### config.mk
export PLATFORM = sky130hd
export DESIGN_NAME = led_pattern_ctrl
export DESIGN_NICKNAME = d
export VERILOG_FILES = /design/src/rtl/led_pattern_ctrl.sv
export SDC_FILE = /design/constraint.sdc
export NUM_CORES = 1
export LEC_CHECK = 0
export BUFFER_PORTS_ARGS = -buffer_cell sky130_fd_sc_hd__buf_2
export CORE_MARGIN = 1
export CORE_UTILIZATION = 56
export CTS_CLUSTER_SIZE = 14
export DETAILED_ROUTE_END_ITERATION = 12
export PLACE_DENSITY = 0.79
export SLEW_MARGIN = 0
export SYNTH_ARGS = -nofsm -noshare
export SYNTH_HDL_FRONTEND = slang
export SYNTH_SLANG_ARGS = --single-unit
### constraint.sdc
create_clock -name clock -period 4 [get_ports clock]
set_input_delay 0.2 -clock clock [delete_from_list [all_inputs] [get_ports clock]]
set_output_delay 0.2 -clock clock [all_outputs]
set_load 0.1 [all_outputs]
### src/rtl/led_pattern_ctrl.sv
// led_pattern_ctrl: LED pattern engine with four run-time patterns
// (flash, rotate-left, rotate-right, ping-pong) paced by a programmable prescaler.
// A pattern step happens every i_period+1 enabled cycles. o_tick marks the cycle
// in which the new pattern is first visible on o_led.
module led_pattern_ctrl #(
  parameter int NB_LED   = 4,
  parameter int NB_COUNT = 32
) (
  input  logic                clock,
  input  logic                i_reset,
  input  logic                i_enable,
  input  logic [1:0]          i_mode,
  input  logic [NB_COUNT-1:0] i_period,
  output logic [NB_LED-1:0]   o_led,
  output logic                o_tick
);

  typedef enum logic [1:0] {
    MODE_FLASH = 2'b00,
    MODE_ROTL  = 2'b01,
    MODE_ROTR  = 2'b10,
    MODE_PING  = 2'b11
  } mode_t;

  localparam logic [NB_LED-1:0] SEED_LSB = NB_LED'(1);
  localparam logic [NB_LED-1:0] SEED_MSB = {1'b1, {(NB_LED-1){1'b0}}};

  logic [NB_COUNT-1:0] count_q, count_d;
  mode_t               mode_q, mode_d;
  logic                dir_q, dir_d;    // ping-pong: 0 = toward MSB, 1 = toward LSB
  logic [NB_LED-1:0]   led_q, led_d;
  logic                tick_q, tick_d;

  logic [NB_LED-1:0]   ping_next;
  logic                step_due;

  // A step is due once the prescaler has reached the terminal count. Using >=
  // means lowering i_period below the running count steps at once instead of
  // wrapping through the full counter range.
  assign step_due = (count_q >= i_period);

  // Ping-pong next pattern: move the single hot bit one place in the current direction.
  always_comb begin
    ping_next = led_q;
    if (!dir_q) begin
      ping_next = led_q << 1;
    end else begin
      ping_next = led_q >> 1;
    end
  end

  // Next-state: reset is handled in the register, then mode load, step, count, idle.
  always_comb begin
    count_d = count_q;
    mode_d  = mode_q;
    dir_d   = dir_q;
    led_d   = led_q;
    tick_d  = 1'b0;

    if (i_mode != mode_q) begin
      // Mode change: restart the pattern from its seed regardless of i_enable.
      mode_d  = mode_t'(i_mode);
      count_d = '0;
      dir_d   = 1'b0;
      case (mode_t'(i_mode))
        MODE_FLASH: led_d = '0;
        MODE_ROTL:  led_d = SEED_LSB;
        MODE_ROTR:  led_d = SEED_MSB;
        MODE_PING:  led_d = SEED_LSB;
        default:    led_d = '0;
      endcase
    end else if (i_enable) begin
      if (step_due) begin
        count_d = '0;
        tick_d  = 1'b1;
        case (mode_q)
          MODE_FLASH: led_d = ~led_q;
          MODE_ROTL:  led_d = {led_q[NB_LED-2:0], led_q[NB_LED-1]};
          MODE_ROTR:  led_d = {led_q[0], led_q[NB_LED-1:1]};
          MODE_PING: begin
            led_d = ping_next;
            // Turn around as soon as an endpoint is lit so it shows only once per bounce.
            if (ping_next[NB_LED-1]) begin
              dir_d = 1'b1;
            end else if (ping_next[0]) begin
              dir_d = 1'b0;
            end
          end
          default:    led_d = led_q;
        endcase
      end else begin
        count_d = count_q + 1'b1;
      end
    end
  end

  // State register with synchronous active-high reset.
  always_ff @(posedge clock) begin
    if (i_reset) begin
      count_q <= '0;
      mode_q  <= MODE_FLASH;
      dir_q   <= 1'b0;
      led_q   <= '0;
      tick_q  <= 1'b0;
    end else begin
      count_q <= count_d;
      mode_q  <= mode_d;
      dir_q   <= dir_d;
      led_q   <= led_d;
      tick_q  <= tick_d;
    end
  end

  assign o_led  = led_q;
  assign o_tick = tick_q;

endmodule

Yosys cells after proc, flatten, opt, wreduce, memory -nomap -nowiden
Index checks and enable logic that the tools add are counted.
{ "word_totals": {"regBits": 40, "inputBits": 37, "output_inout_bits": 5, "word_cells": 36} }
{ "classes": {"add_sub_neg": 1, "n_lt_le_gt_ge": 1, "eq_ne": 7, "n_mux": 10, "n_bitwise": 2, "n_reduce_logical": 10} }
{ "op_table": {"columns": ["op", "count"], "rows": [
  ["adder 32 x 1 -> 32 bit, second input constant", 1],
  [">= comparator 32 bit", 1],
  ["2-to-1 mux 32 bit", 1],
  ["2-to-1 mux 4 bit", 4],
  ["one-hot mux 4 bit (4 select lines)", 1],
  ["one-hot mux 4 bit (3 select lines)", 1],
  ["== test 2 bit, second input constant", 4],
  ["nonzero test 2 bit", 3],
  ["== test 2 x 1 -> 1 bit, second input constant", 2],
  ["zero test 2 bit", 2],
  ["NOT 4 bit", 1],
  ["AND reduction 4 bit", 1],
  ["OR reduction 2 bit", 2],
  ["2-to-1 mux 1 bit", 3],
  ["OR reduction 3 bit", 1],
  ["inequality test 2 bit", 1],
  ["AND reduction 2 bit", 1],
  ["NOT 1 bit", 1]
]} }

Logic depth before layout (Yosys ltp)
{ "depth": {"word_depth": 5, "depth_mapped": 10, "ltp_nobuf": 9} }

Worst setup path after synthesis
Ideal clock, no wire load.
{ "synth_path": {"kind": "register -> register", "from": "reg count_q[25]", "to": "reg led_q[0] (netlist: o_led[0])", "setup_ns": 0.126, "arrival_ns": 2.114, "required_ns": 3.874, "path_slack_ns": 1.760, "path_stages_with_launch": 10, "n_path_buf": 1, "synth_period_minus_slack_ns": 2.240, "cell_sequence": "dfxtp_1 > ha_1 > a21o_1 > a221o_1 > a221oi_2 > o22ai_1 > a31oi_1 > buf_4 > mux2i_1 > a211oi_2"} }
{ "synth_via": {"elab_chain_cells": 3} }
{ "synth_lines": {"columns": ["element", "line_no", "source"], "rows": [
  ["from (decl)", "28", "logic [NB_COUNT-1:0] count_q, count_d;"],
  ["from (signal assigned)", "106", "count_q <= count_d;"],
  [">= comparator 32 bit", "40", "assign step_due = (count_q >= i_period);"],
  ["nonzero test 2 bit (no line)", null, null],
  ["AND reduction 2 bit (no line)", null, null],
  ["to (signal assigned)", "109", "led_q <= led_d;"],
  ["to (decl)", "31", "logic [NB_LED-1:0] led_q, led_d;"]
]} }
No other way between the ends.
A chain may end at the register's enable or synchronous reset.

Final worst setup path
{ "layout_path": {"from": "reg count_q[0]", "to": "reg count_q[25]"} }
{ "layout_via": {"elab_chain_cells": 2, "elab_cells_between_ends": 3, "classes_between": "add/sub (1); order compare (1); mux (1)"} }
{ "layout_lines": {"columns": ["element", "line_no", "source"], "rows": [
  ["adder 32 x 1 -> 32 bit or >= comparator 32 bit (tied branches)", "92, 40", null],
  ["2-to-1 mux 32 bit (*)", "73", "if (step_due) begin"]
]} }
Mark *: on every way between the ends. The rest lies on a longest branch, timed or not.

==> flow_metrics.py <==
metrics = {
    "logic_synthesis": {
        "synthFlopType": "dfxtp_1",
        "async_flop_share_pct": 0,
        "synthesis.instances": 327,
        "ys_seq_area_share_pct": 30.7,
        "netlist.top_cell.by_area": "dfxtp_1",
        "ys_types": 39,
        "synth_area_leaders": "dfxtp_1, ha_1, xor2_1, nor2_1, inv_1",
        "syn_avg_cell_area_sq_um": 7.98,
        "netlist_area_sq_um": 2610,
        "syn_nets": 397,
        "synth_edf_count": 0,
        "yosysWarnings": 0,
        "synth_top_area_share_pct": 30.7,
        "ys_ff_latch": 40,
    },
    "pwr": {
        "power_w": 0.000849,
        "ir_drop_mv": 0.184,
        "pwr_density_cell_nw_per_um2": 285,
        "p_leak_nw": 1.40,
    },
    "placed_design": {
        "hpwl_um": 3910,
        "pre_cts_ws_ns": 1.11,
        "gp_congestion": 0.787,
        "io_buffers": 41,
        "place_area_sq_um": 2860,
    },
    "clocking": {
        "cts_root_buf": "clkbuf_8",
        "clock-sinks": 40,
        "clockBufferDepth": 2,
        "h-tree-depth": 2,
        "clkTransAtPathRegs_ns": 0.08,
        "hold_buffers": 0,
        "cts_tree": "yes",
        "cts_buffers": 5,
        "cts_resized": 0,
        "postCtsSetupBuffers": 0,
        "clock_latency_ns": 0.31,
    },
    "setup_path": {
        "worst_r2r_path_depth": 11,
        "reg2reg_slack_ns": 1.09,
        "cp_slowest_cell": "o41ai_1",
        "slowest_delay_ns": 0.45,
        "arrival_ns": 3.11,
        "startpoint": "count_q[0]",
        "crit_chain": "inv_1, ha_1, nand2b_1, a31oi_1, o311a_1, o41ai_1, a31oi_1, buf_4, nand2_1, buf_4, nor2_1",
        "endpoint": "count_q[25]",
        "worstSetupPathType": "flop to flop",
        "r2r-end": "count_q[25]",
        "reg2reg_from": "count_q[0]",
        "cp_data_required_time_ns": 4.19,
        "cp-start-kind": "flop",
        "cp-end-kind": "flop",
        "crit_cells": 11,
        "crit_fanout": 18,
        "cp_top_family": "compound AO/OA/AOI/OAI gates",
        "critPathBufInv": 3,
    },
    "finish": {
        "antenna_cells": 0,
        "n_fill_cell": 375,
        "drive_above_1_share_pct": 15.1,
        "syn2layout_area_growth_pct": 14.1,
        "final_common_cell": "nor2_1",
        "final_cell_mix": "nor2_1, buf_2, dfxtp_1",
        "final_cell_area_sq_um": 2980,
        "final_nets": 439,
        "fin_util_pct": 67.5,
    },
    "drt": {
        "drt_first_pass_iters": 4,
        "drt_wl_total_um": 5050,
        "wl_per_cell_um": 12.0,
        "drtIter0Drc": 107,
        "final_antenna_net_count": 0,
        "num_vias": 2245,
        "post-route-drc-count": 0,
        "viasPerCell": 5.32,
    },
    "global_routing": {
        "grt_pass1_wl_um": 8950,
        "grt_max_degree": 19,
        "antenna_found_initial": 0,
        "grt-ovfl-total": 0,
        "grt_use_total_pct": 22.7,
        "grt_pass1_vias": 2116,
    },
    "floorplan": {
        "start_util_pct": 59.1,
        "die_w_um": 70.3,
        "row_count": 24,
        "io_pins": 42,
        "fp.dieArea_sq_um": 4940,
        "coreArea_sq_um": 4410,
        "dieHeight_um": 70.3,
    },
    "run": {
        "maxCapViolations": 0,
    },
    "timing": {
        "clock_skew_ns": 0.0112,
        "finalHoldViolCount": 0,
        "setup_viol": 0,
        "fmax_ghz": 0.343,
        "rsz0062_at_grt": "false",
        "period_needed_ns": 2.91,
        "final-max-slew-violation-count": 0,
        "fin_ws_ns": 1.09,
        "max-slew-margin-rel_pct": 56.9,
        "max_slew.worst_pin.slew_ns": 0.641,
        "period_share_pct": 72.8,
        "tns_ns": 0,
    },
    "status": {
        "status": "complete, no violations",
    },
    "worst_hold_path": {
        "hold_path.class": "input pin to flop",
    },
}
## state kept, by name (all words and copies together) (netlist names)
register	cells
count_q	32
mode_q	2
o_led	4
o_tick	1
dir_q	1
## Yosys cell counts (3+ instances only)
master    number
a211oi_1       4
a21o_1         3
a21oi_1       17
a31oi_1        3
and3_1         7
and4_1         5
buf_2          3
clkbuf_1       4
dfxtp_1       40
ha_1          33
inv_1         39
nand2_1       25
nand2b_1       3
nand3_1       17
nand4_1       10
nor2_1        49
nor2b_1        3
o21ai_0        6
xnor2_1       10
xor2_1        23
## cell type report
class                           instances  area [sq um]  area share, %
Multi-Input combinational cell        240          1630           54.6
Sequential cell                        40           801           26.9
Timing Repair Buffer                   43           220           7.39
Inverter                               39           146           4.91
Clock buffer                            6          82.6           2.77
Tap cell                               52          65.1           2.18
Clock inverter                          2          38.8           1.30
## worst register-to-register path: stages, from the launching register on
cell and delay, ns:
dfxtp_1 0.41, inv_1 0.06, ha_1 0.27, nand2b_1 0.10
a31oi_1 0.08, o311a_1 0.30, o41ai_1 0.45, a31oi_1 0.16
buf_4 0.20, nand2_1 0.36, buf_4 0.32, nor2_1 0.08
## how the worst min path moves through the flow
stage	start	end	slack (ns)	depth (start not counted)
after floorplan	i_reset	o_led[0]	0.26	1
after global placement	i_reset	o_led[0]	0.45	2
after detailed placement	i_reset	o_led[0]	0.45	2
after CTS	i_reset	o_led[0]	0.12	2
after global routing	i_reset	o_led[0]	0.13	2
final	i_reset	o_led[0]	0.13	2
## stage by stage
stage	hold slack, ns	std cells
2_1_floorplan	0.265	327
6_report	0.129	422
3_3_place_gp	0.447	414
5_1_grt	0.129	422
4_1_cts	0.122	422
3_5_place_dp	0.451	414
## power breakdown
part	internal (W)	switching (W)
combinational	0.0000361	0.0000543
sequential	0.000402	0.00000746
clock	0.000204	0.000146
## per-layer routing
layer | vias up | share of wire [%] | GRT usage (%)
met1 | 1013 | 50 | 29.3
met3 | 6 | 3.4 | 5.19
li1 | 1192 | - | -
met5 | - | 0 | 0
met2 | 34 | 45 | 36.7
met4 | 0 | 1.5 | 8.22
## cell families after synthesis
group	after synthesis	synth area share, %
AOI/OAI and AO/OA	44	11.3
xor gates and xnor gates	33	11.1
adders and majority gates	33	15.8
buffers and inverters	47	7.05
DFF	40	30.7
muxes	2	0.767
and+or+nand+nor	128	23.3
No activity file was read; power rests on OpenSTA's default activity.
